--- src/rtl/esi_int_pkg.sv ---
// Shared types for the si13 array datapath: scalar element, 4-element array, array size.
package esi_int_pkg;

  typedef logic signed [12:0] si13_t;
  typedef si13_t [3:0] arr4_si13_t;

  localparam int          ARR_N  = 4;
  localparam int unsigned SI13_W = $bits(si13_t);

endpackage : esi_int_pkg

--- src/rtl/int_arr_pack_if.sv ---
// Generic valid/ready stream; master drives data/valid, slave drives ready.
interface int_arr_pack_if #(
  parameter int unsigned W = 13
);

  logic [W-1:0] data;
  logic         valid;
  logic         ready;

  modport master (output data, output valid, input  ready);
  modport slave  (input  data, input  valid, output ready);

endinterface : int_arr_pack_if

--- src/rtl/int_arr_collect.sv ---
// Collect stage: stores the first N-1 elements of an array in slots and flags the
// cycle in which the final element arrives so the caller can complete the array.
module int_arr_collect
  import esi_int_pkg::*;
#(
  parameter int unsigned N     = ARR_N,
  parameter int unsigned WIDTH = SI13_W
) (
  input  logic                          clk,
  input  logic                          rstn,
  input  logic [WIDTH-1:0]              data_i,
  input  logic                          valid_i,
  input  logic                          out_free_i,
  output logic                          ready_c,
  output logic                          done_c,
  output logic [N-2:0][WIDTH-1:0]       slots_o,
  output logic [$clog2(N+1)-1:0]        idx_o
);

  localparam int unsigned       FILL_W = $clog2(N + 1);
  localparam logic [FILL_W-1:0] LAST   = FILL_W'(N - 1);

  logic [FILL_W-1:0]        idx_q, idx_d;
  logic [N-2:0][WIDTH-1:0]  slots_q, slots_d;

  // The last element is only taken when the output register can absorb the array.
  always_comb begin
    ready_c = 1'b0;
    done_c  = 1'b0;
    idx_d   = idx_q;
    slots_d = slots_q;

    if (rstn) begin
      ready_c = (idx_q < LAST) || ((idx_q == LAST) && out_free_i);
    end

    if (valid_i && ready_c) begin
      if (idx_q == LAST) begin
        done_c = 1'b1;
        idx_d  = '0;
      end else begin
        for (int unsigned i = 0; i < N - 1; i++) begin
          if (idx_q == FILL_W'(i)) begin
            slots_d[i] = data_i;
          end
        end
        idx_d = idx_q + FILL_W'(1);
      end
    end
  end

  always_ff @(posedge clk or negedge rstn) begin
    if (!rstn) begin
      idx_q   <= '0;
      slots_q <= '0;
    end else begin
      idx_q   <= idx_d;
      slots_q <= slots_d;
    end
  end

  assign slots_o = slots_q;
  assign idx_o   = idx_q;

endmodule : int_arr_collect

--- src/rtl/int_arr_pack.sv ---
// Packs a scalar si13 valid/ready stream into N-element arrays, element 0 first,
// with an output register so a new array can load in the cycle the old one drains.
module int_arr_pack
  import esi_int_pkg::*;
#(
  parameter int unsigned N     = ARR_N,
  parameter int unsigned WIDTH = SI13_W
) (
  input  logic                     clk,
  input  logic                     rstn,
  int_arr_pack_if.slave            ints,
  int_arr_pack_if.master           arr,
  output logic [$clog2(N+1)-1:0]   fill
);

  localparam int unsigned FILL_W = $clog2(N + 1);

  logic [N-2:0][WIDTH-1:0]  slots;
  logic [FILL_W-1:0]        idx;
  logic                     col_ready_c;
  logic                     done_c;
  logic                     drn_c;
  logic                     out_free_c;

  logic                     out_valid_q;
  logic [N-1:0][WIDTH-1:0]  out_q, out_d;

  assign drn_c      = out_valid_q && arr.ready;
  assign out_free_c = !out_valid_q || drn_c;

  int_arr_collect #(
    .N     (N),
    .WIDTH (WIDTH)
  ) u_collect (
    .clk        (clk),
    .rstn       (rstn),
    .data_i     (ints.data),
    .valid_i    (ints.valid),
    .out_free_i (out_free_c),
    .ready_c    (col_ready_c),
    .done_c     (done_c),
    .slots_o    (slots),
    .idx_o      (idx)
  );

  // Completed array: stored slots plus the element arriving this cycle as the top entry.
  always_comb begin
    out_d = out_q;
    if (done_c) begin
      for (int unsigned i = 0; i < N - 1; i++) begin
        out_d[i] = slots[i];
      end
      out_d[N-1] = ints.data;
    end
  end

  always_ff @(posedge clk or negedge rstn) begin
    if (!rstn) begin
      out_valid_q <= 1'b0;
      out_q       <= '0;
    end else begin
      out_q <= out_d;
      if (done_c) begin
        out_valid_q <= 1'b1;
      end else if (drn_c) begin
        out_valid_q <= 1'b0;
      end
    end
  end

  assign ints.ready = col_ready_c;
  assign arr.valid  = out_valid_q;
  assign arr.data   = out_q;
  assign fill       = idx;

endmodule : int_arr_pack

--- src/flat_wrapper.sv ---
// flat-port wrapper written by rule: the top's interface ports become plain ports
module int_arr_pack_flat import esi_int_pkg::*;
#(
  parameter int unsigned N     = ARR_N,
  parameter int unsigned WIDTH = SI13_W
)
  (clk, rstn, fill, ints_data, ints_valid, ints_ready, arr_data, arr_valid, arr_ready);
  int_arr_pack_if #(.W((SI13_W))) ints_i ();
  int_arr_pack_if #(.W(N * (SI13_W))) arr_i ();
  input  logic clk;
  input  logic rstn;
  output logic [$clog2(N+1)-1:0] fill;
  input wire logic [$bits(ints_i.data)-1:0] ints_data;
  input wire logic [$bits(ints_i.valid)-1:0] ints_valid;
  output wire logic [$bits(ints_i.ready)-1:0] ints_ready;
  output wire logic [$bits(arr_i.data)-1:0] arr_data;
  output wire logic [$bits(arr_i.valid)-1:0] arr_valid;
  input wire logic [$bits(arr_i.ready)-1:0] arr_ready;
  assign ints_i.data = ints_data;
  assign ints_i.valid = ints_valid;
  assign ints_ready = ints_i.ready;
  assign arr_data = arr_i.data;
  assign arr_valid = arr_i.valid;
  assign arr_i.ready = arr_ready;
  int_arr_pack #(.N(N), .WIDTH(WIDTH)) u_core (.clk(clk), .rstn(rstn), .ints(ints_i), .arr(arr_i), .fill(fill));
endmodule
--- config.mk ---
export PLATFORM = sky130hd
export DESIGN_NAME = int_arr_pack_flat
export DESIGN_NICKNAME = d
export VERILOG_FILES = /design/src/rtl/esi_int_pkg.sv /design/src/rtl/int_arr_pack_if.sv /design/src/rtl/int_arr_collect.sv /design/src/rtl/int_arr_pack.sv /design/src/flat_wrapper.sv
export SDC_FILE = /design/constraint.sdc
export NUM_CORES = 1
export LEC_CHECK = 0
export ABC_CLOCK_PERIOD_IN_PS = 1800
export CORE_MARGIN = 8
export CORE_UTILIZATION = 45
export DETAILED_ROUTE_END_ITERATION = 6
export HOLD_SLACK_MARGIN = 0.15
export PLACE_DENSITY = 0.73
export SLEW_MARGIN = 30
export SYNTH_ARGS = -nofsm -noshare
export SYNTH_HDL_FRONTEND = slang
export SYNTH_SLANG_ARGS = --single-unit
--- constraint.sdc ---
create_clock -name clk -period 1.8 [get_ports clk]
set_input_delay 0.36 -clock clk [delete_from_list [all_inputs] [get_ports clk]]
set_output_delay 0.36 -clock clk [all_outputs]
set_load 0.05 [all_outputs]
== Yosys cells after proc, flatten, opt, wreduce, memory -nomap -nowiden ==
Index checks and enable logic that the tools add are counted.

* Add/sub/neg operators: 1
* $lt $le $gt $ge: 1
* Eq/ne operators: 3
* Mux-type cells: 6
* Bitwise gates (word level): 1
* Reductions and logical operators: 11

{| class="wikitable"
|+ Operators with widths
! kind !! number
|-
| $reduce_and A3 Y1 || 3
|-
| $eq A3 B2 Y1 const B || 2
|-
| $mux W1 || 5
|-
| $add A3 B1 Y3 const B || 1
|-
| $eq A3 B1 Y1 const B || 1
|-
| $logic_and A1 B1 Y1 || 3
|-
| $logic_not A3 Y1 || 1
|-
| $lt A3 B2 Y1 const B || 1
|-
| $mux W3 || 1
|-
| $logic_or A1 B1 Y1 || 2
|-
| $reduce_bool A2 Y1 || 1
|-
| $logic_not A1 Y1 || 1
|-
| $not A1 Y1 || 1
|}

* Flip-flop bits (word level): 95
* Input bits: 17
* Output and inout bits: 57
* Word-level logic and storage cells: 32

== Logic depth before layout (Yosys ltp) ==
Gate-level depths: netlist (run 1).

* Depth in word-level cells: 8
* Mapped depth: 6
* Mapped depth without buffers: 4

== By module ==
A second synthesis (run 1) with hierarchy kept.

* Cell total of the unflattened synthesis: 224
* Area, all modules: 4086.4 µm²

{| class="wikitable"
|+ Modules (own cells, without submodules)
! module !! instances !! cells an instance !! area each (µm²)
|-
| int_arr_pack || 1 || 113 || 2219.6
|-
| int_arr_collect || 1 || 111 || 1866.8
|}

== Worst setup path after synthesis (run 1) ==
No wires, ideal clock.

* Kind: flip-flop to output port
* From: register u_core.u_collect.idx_q[0] (netlist: u_core.u_collect.idx_o[0])
* To: output port ints_ready
* Data arrival time: 2.233 ns
* Path slack: -0.793 ns
* Cell stages (with the launch flop): 4
* Path buffers: 0
* Cell sequence: dfrtp_1 -> ha_1 -> a21oi_1 -> nor3b_1

* Cells in the longest elaborated chain, start to end: 4

{| class="wikitable"
|+ Ends and longest elaborated chain
! element !! RTL line !! RTL
|-
| from (decl) || int_arr_collect.sv:23 || <nowiki>logic [FILL_W-1:0] idx_q, idx_d;</nowiki>
|-
| from (signal assigned) || int_arr_collect.sv:57 || <nowiki>idx_q <= idx_d;</nowiki>
|-
| parallel branches: the longest is 2 deep, another holds $lt A3 B2 Y1 || n/a ||
|-
| $logic_or A1 B1 Y1 * || int_arr_collect.sv:34 || <nowiki>ready_c = (idx_q < LAST) || ((idx_q == LAST) && out_free_i);</nowiki>
|-
| $mux W1 * || int_arr_collect.sv:33 || <nowiki>if (rstn) begin</nowiki>
|-
| to (decl) || flat_wrapper.sv:15 || <nowiki>output wire logic [$bits(ints_i.ready)-1:0] ints_ready;</nowiki>
|}

Mark *: on every way between the ends.

== Worst setup path after layout (run 1) ==
Same ends and word-level chain as after synthesis.

==> flow_summary.yaml, run 1 <==
hold_path:
  min_from: "rstn"
  hold_path_end: "u_core.arr.valid"
  whs_path_depth: 3
  hp-class: "in2reg"
grt:
  grt_max_degree: 96
  grt-busiest-layer: "met2"
  grt_antenna_before_repair: 0
  met2_usage_pct: 19.7
  grt_pass1_vias: 2279
  met3_usage_pct: 3.61
  grt_first_pass_wirelength_um: 12000
  grt_overflow: 0
  grt_use_met1_pct: 17.4
  grtUsageTotal_pct: 13.1
route:
  ant_nets: 0
  routed_wl_um: 7400
  avgRoutedWirePerCell_um: 17.5
  first_pass_iters: 3
  avgViaCountPerCell: 4.80
  drc: 0
  drt_iter0_markers: 76
  vias: 2024
synth:
  yosysWarnings: 0
  synth_cell_type_count: 19
  ys_ff_latch: 95
  ys_async_sr_fraction_pct: 100
  syn_nets: 240
  muxShareOfSynthArea_pct: 31.4
  ys_top_cells_by_count: "95 x dfrtp_1, 50 x mux2_4, 41 x mux2_2"
  synth_top_area_share_pct: 61.1
  synth-compound-area-share_pct: 0.515
  synthSimpleGateAreaFrac_pct: 1.99
  synth_top_family_by_area: "multiplexers"
  yosysTopAreaCell: "dfrtp_1"
  synthXorXnorAreaFrac_pct: 0
  ys.flop_type: "dfrtp_1"
  synth-seq-area-share_pct: 61.1
  synth_edf_count: 0
  syn_inst: 219
  avgSynthCellArea_um2: 17.8
  synthesis.area_um2: 3890
  synthAdderAreaFrac_pct: 1.29
  yosysMostFrequentCell: "dfrtp_1"
  synth_area_leaders: "dfrtp_1 61%, mux2_4 19%, mux2_2 12%"
critical_path:
  rrSetupSlack_ns: 0.05
  worstPathArrival_ns: 1.52
  r2r_cells: 6
  cp-start-kind: "register"
  rr_startpoint: "u_core.u_collect.idx_o[0]"
  crit_fanout: 4
  crit_type: "reg2out"
  cp.required_ns: 1.44
  r2r-end: "u_core.u_collect.slots_o[28]"
  end_kind: "output port"
finish:
  fin_nets: 332
  syn_to_final_growth_pct: 26.7
  fill_cells: 662
  fin_cells: 422
  regArea_um2: 2380
  drive_gt1_share_pct: 60.2
  postLayoutCoreUtil_pct: 57.6
  multiInputGateArea_um2: 1420
  n_antenna_cell: 0
floorplanning:
  row_count: 34
  die_w_um: 109
  coreArea_um2: 8550
  die_h_um: 109
  num_io_pins: 74
  dieArea_um2: 11900
  start_util_pct: 45.5
run_status:
  violations: "setup timing"
  status: "finished, violations left"
placed_design:
  dp_cells: 402
  place_ws_ns: -0.295
  dpl.hpwl_um: 5140
  io_buffer_count: 73
  gp_congestion: 0.778
sta:
  max_slew_margin_pct: 67.7
  skew_ns: 0.0118
  setup-tns-final_ns: -0.0813
  hold_viol: 0
  final-setup-viol-count: 1
  tightest_slew_ns: 0.484
  fin_crit_sh_pct: 105
  grt_setup_unrepaired: "yes"
  period_minus_slack_ns: 1.88
  slew_violations: 0
  fmaxAchievable_mhz: 532
  setup_ws_ns: -0.0813
clocking:
  numCtsBuffers: 9
  cts_tree: "yes"
  clock_path_buffers: 2
  path_clk_slew_ns: 0.08
  cts_max_level: 3
  insertion_delay_ns: 0.36
  ctsRootBufferMaster: "clkbuf_8"
  clock-sinks: 95
pwr:
  p_switching_uw: 4160
  p_total_uw: 10100
  pwr-share-comb_pct: 49.2
  leakage_uw: 0.00250
  p_int_uw: 5970
  p_sw_share_pct: 41.0
  ir_drop_mv: 1.16
  p_per_area_nw_per_um2: 2050
  clkPwrFrac_pct: 13.8
  pwr-share-seq_pct: 37.0
flow_run:
  max-cap-violations: 0
==> per-stage QoR <==
step | hold WS, ns | cell area, um2
after floorplan | 0.0644 | 3910
after global placement | 0.458 | 4660
after detailed placement | 0.476 | 4660
after CTS | 0.340 | 4890
after global routing | 0.359 | 4930
final | 0.346 | 4930
==> repair_timing <==
| action | in CTS | in global routing |
|---|---|---|
| resized for setup | 1 | 3 |
| hold buffers | 1 | 0 |
| setup endpoints to repair | 1 | 1 |
| endpoints found under the hold margin | 95 | 0 |
| buffers inserted | 2 | 3 |
| pin swaps | 0 | 2 |
==> placed cells by master, fill, tap and decap left out <==
cell,n
or3_1,1
nand3b_4,1
dfrtp_2,2
mux2i_1,1
dfrtp_1,93
clkinv_2,1
bufinv_16,1
ha_4,1
dlygate4sd3_1,1
mux2_4,50
nand2_1,4
clkinv_4,1
nor3b_2,1
mux2_2,41
clkdlybuf4s50_1,15
nor3b_4,1
a21oi_4,1
inv_1,3
ha_1,3
nor2_1,1
o21ai_0,3
nand2b_4,1
buf_4,69
buf_6,1
buf_12,5
clkbuf_8,11
or3_4,1
==> layout make-up <==
cell class	count	area share, %
Tap cell	108	2.74
Multi-Input combinational cell	111	28.8
Clock buffer	11	3.07
Clock inverter	3	0.889
Inverter	3	0.228
Sequential cell	95	48.3
Timing Repair Buffer	91	16.0
==> cells by family (layout without fill, tap and decap cells) <==
family / after synthesis / in the layout
flip-flops: 95 / 95
AND/OR/NAND/NOR: 11 / 11
multiplexers: 92 / 92
adder cells (fa/ha/maj): 4 / 4
buffers and inverters: 13 / 108
AO/OA/AOI/OAI: 4 / 4
==> critical path: stages (launching register included) <==
cell     delay [ns]
dfrtp_2        0.43
ha_4           0.17
a21oi_4        0.06
buf_6          0.12
nor3b_4        0.23
buf_12         0.17
==> worst max path at each step <==
stage                                    from             endpoint  slack [ns]  depth (start not counted)
floorplan           u_core.u_collect.idx_o[0]   u_core.arr.data[0]       -0.10                          6
global placement                    arr_ready   u_core.arr.data[8]       -0.27                          6
detailed placement                  arr_ready  u_core.arr.data[37]       -0.30                          6
CTS                 u_core.u_collect.idx_o[1]           ints_ready       -0.09                          5
global route        u_core.u_collect.idx_o[0]           ints_ready       -0.14                          5
finish              u_core.u_collect.idx_o[0]           ints_ready       -0.08                          5
==> per-layer routing <==
metal  share of wire [%]  vias to the layer above
met5                   0                        -
met4                 1.2                        0
met3                 6.0                        9
met2                  47                       51
met1                  46                     1019
li1                    -                      945
==> power by group through the flow <==
stage / Sequential [uW] / Combinational [uW] / Clock [uW]
6_report: 3740 / 4980 / 1400
5_1_grt: 3870 / 5240 / 1520
4_1_cts: 3760 / 4980 / 1440
3_5_place_dp: 3790 / 4930 / 0
3_3_place_gp: 3750 / 4850 / 0
2_1_floorplan: 5600 / 1630 / 0
==> flip-flops by register name, summed over array words and instances (netlist names) <==
signal and count:
u_core.u_collect.slots_o 39, u_core.u_collect.idx_o 3, u_core.arr.data 52, u_core.arr.valid 1
Power figures use the tool's default switching activity.
==> run 2: changes to the inputs <==
--- a/config.mk
+++ b/config.mk
@@ -8,6 +8,7 @@
 export ABC_CLOCK_PERIOD_IN_PS = 1800
 export CORE_MARGIN = 8
 export CORE_UTILIZATION = 45
+export CTS_BUF_LIST = sky130_fd_sc_hd__clkbuf_4
 export DETAILED_ROUTE_END_ITERATION = 6
 export HOLD_SLACK_MARGIN = 0.15
 export PLACE_DENSITY = 0.73
@@ -15,3 +16,4 @@
 export SYNTH_ARGS = -nofsm -noshare
 export SYNTH_HDL_FRONTEND = slang
 export SYNTH_SLANG_ARGS = --single-unit
+export TNS_END_PERCENT = 10
==> run 2 against run 1 <==
  * Critical path type unchanged
  * Largest power group unchanged
  * The flow still finishes with violations (setup timing)
  * Sequential cell count did not move
  * Critical endpoint unchanged
  * Maximum frequency fell by 4.6%
  * Largest cell class unchanged
  * Critical path depth is the same
  * Cell count increased by 0.47%
==> flow_summary.yaml, run 2 (synthesis gave the netlist of run 1 again) <==
run_status:
  status: "finished, violations left"
  violations: "setup timing"
sta:
  setup_ws_ns: -0.172
  tightest_slew_ns: 0.510
  grt_setup_unrepaired: "yes"
  setup-tns-final_ns: -2.46
  fmaxAchievable_mhz: 507
  final-setup-viol-count: 40
  hold_viol: 0
  period_minus_slack_ns: 1.97
  skew_ns: 0.0138
  holdWs_ns: 0.270
  fin_crit_sh_pct: 110
  max_slew_margin_pct: 66.0
  slew_violations: 0
placed_design:
  io_buffer_count: 73
  dpl.hpwl_um: 5140
  gp_congestion: 0.778
critical_path:
  worstPathArrival_ns: 1.61
  cp.required_ns: 1.44
  crit_type: "reg2out"
  cp-start-kind: "register"
  end_kind: "output port"
  crit_fanout: 4
finish:
  syn_to_final_growth_pct: 25.0
  regArea_um2: 2380
  n_antenna_cell: 0
  drive_gt1_share_pct: 59.5
  fill_cells: 677
  postLayoutCoreUtil_pct: 56.8
  fin_nets: 334
  largest_register_ffs: 52
  layout_commonest_cell: "dfrtp_1"
  final_cell_mix: "93 x dfrtp_1, 71 x buf_4, 50 x mux2_4"
  multiInputGateArea_um2: 1410
grt:
  grt_overflow: 0
  grt_antenna_before_repair: 0
  grt_pass1_vias: 2275
  grtUsageTotal_pct: 13.1
  grt_max_degree: 96
  grt_first_pass_wirelength_um: 12000
floorplanning:
  dieArea_um2: 11900
  row_count: 34
  die_w_um: 109
  start_util_pct: 45.5
  num_io_pins: 74
  die_h_um: 109
  coreArea_um2: 8550
clocking:
  ctsRootBufferMaster: "clkbuf_4"
  cts_max_level: 3
  clock-sinks: 95
  clock_path_buffers: 2
  insertion_delay_ns: 0.43
  path_clk_slew_ns: 0.13
  cts_tree: "yes"
  numCtsBuffers: 9
route:
  vias: 2035
  avgViaCountPerCell: 4.80
  routed_wl_um: 7430
  ant_nets: 0
  drt_iter0_markers: 65
  drc: 0
  avgRoutedWirePerCell_um: 17.5
  first_pass_iters: 4
hold_path:
  hp-class: "in2reg"
pwr:
  p_total_uw: 9800
  leakage_uw: 0.00247
  ir_drop_mv: 0.979
  p_per_area_nw_per_um2: 2020
flow_run:
  max-cap-violations: 0
## run 2: worst paths after layout
path	from	slack (ns)	to	cells after the start
max	u_core.u_collect.idx_o[0]	-0.17	ints_ready	5
min in group asynchronous	rstn	0.61	u_core.u_collect.idx_o[2]	3
max in group asynchronous	rstn	0.76	u_core.u_collect.idx_o[1]	3
min	rstn	0.27	u_core.arr.valid	3
max reg2reg	u_core.u_collect.idx_o[0]	-0.09	u_core.u_collect.slots_o[28]	7
min reg2reg	u_core.u_collect.slots_o[26]	0.50	u_core.arr.data[26]	1
## run 2: routing by layer
layer  wire length, um  share of wire (%)  global-route usage (%)  vias up
li1                  -                  -                       -      953
met2              3440                 46                    19.7       48
met3               416                5.6                    3.43        8
met1              3480                 47                    17.4     1026
met4                90                1.2                    5.87        0
met5                 0                  0                       0        -
## run 2: layout make-up
type	count	area share [%]
flip-flops and latches	95	49.0
multi-input cells	111	29.0
repair buffers	93	16.6
well taps	108	2.78
clock buffers	9	1.39
clock inverters	5	1.06
inverters	3	0.232
## run 2: report_power, final
group | internal [uW] | switching (uW)
Combinational | 2150 | 2860
Clock | 401 | 662
Sequential | 3130 | 603
## run 2: timing repair
action / in CTS / in global routing
pin swaps: 0 / 2
hold buffers: 1 / 0
setup buffers: 2 / 5
endpoints found under the hold margin: 95 / 0
setup endpoints to repair: 1 / 1
gates resized for setup: 1 / 2
## run 2: per-stage QoR
stage	cells	area [um2]	setup slack, ns
after CTS	419	4810	-0.191
after floorplan	219	3910	-0.103
final	424	4860	-0.172
after global placement	402	4660	-0.274
after global routing	424	4860	-0.232
after detailed placement	402	4660	-0.295
## run 2: critical path, stage by stage, from the launching register on
cell	delay (ns)
dfrtp_2	0.44
ha_4	0.17
a21oi_4	0.06
buf_6	0.12
nor3b_4	0.23
buf_12	0.17
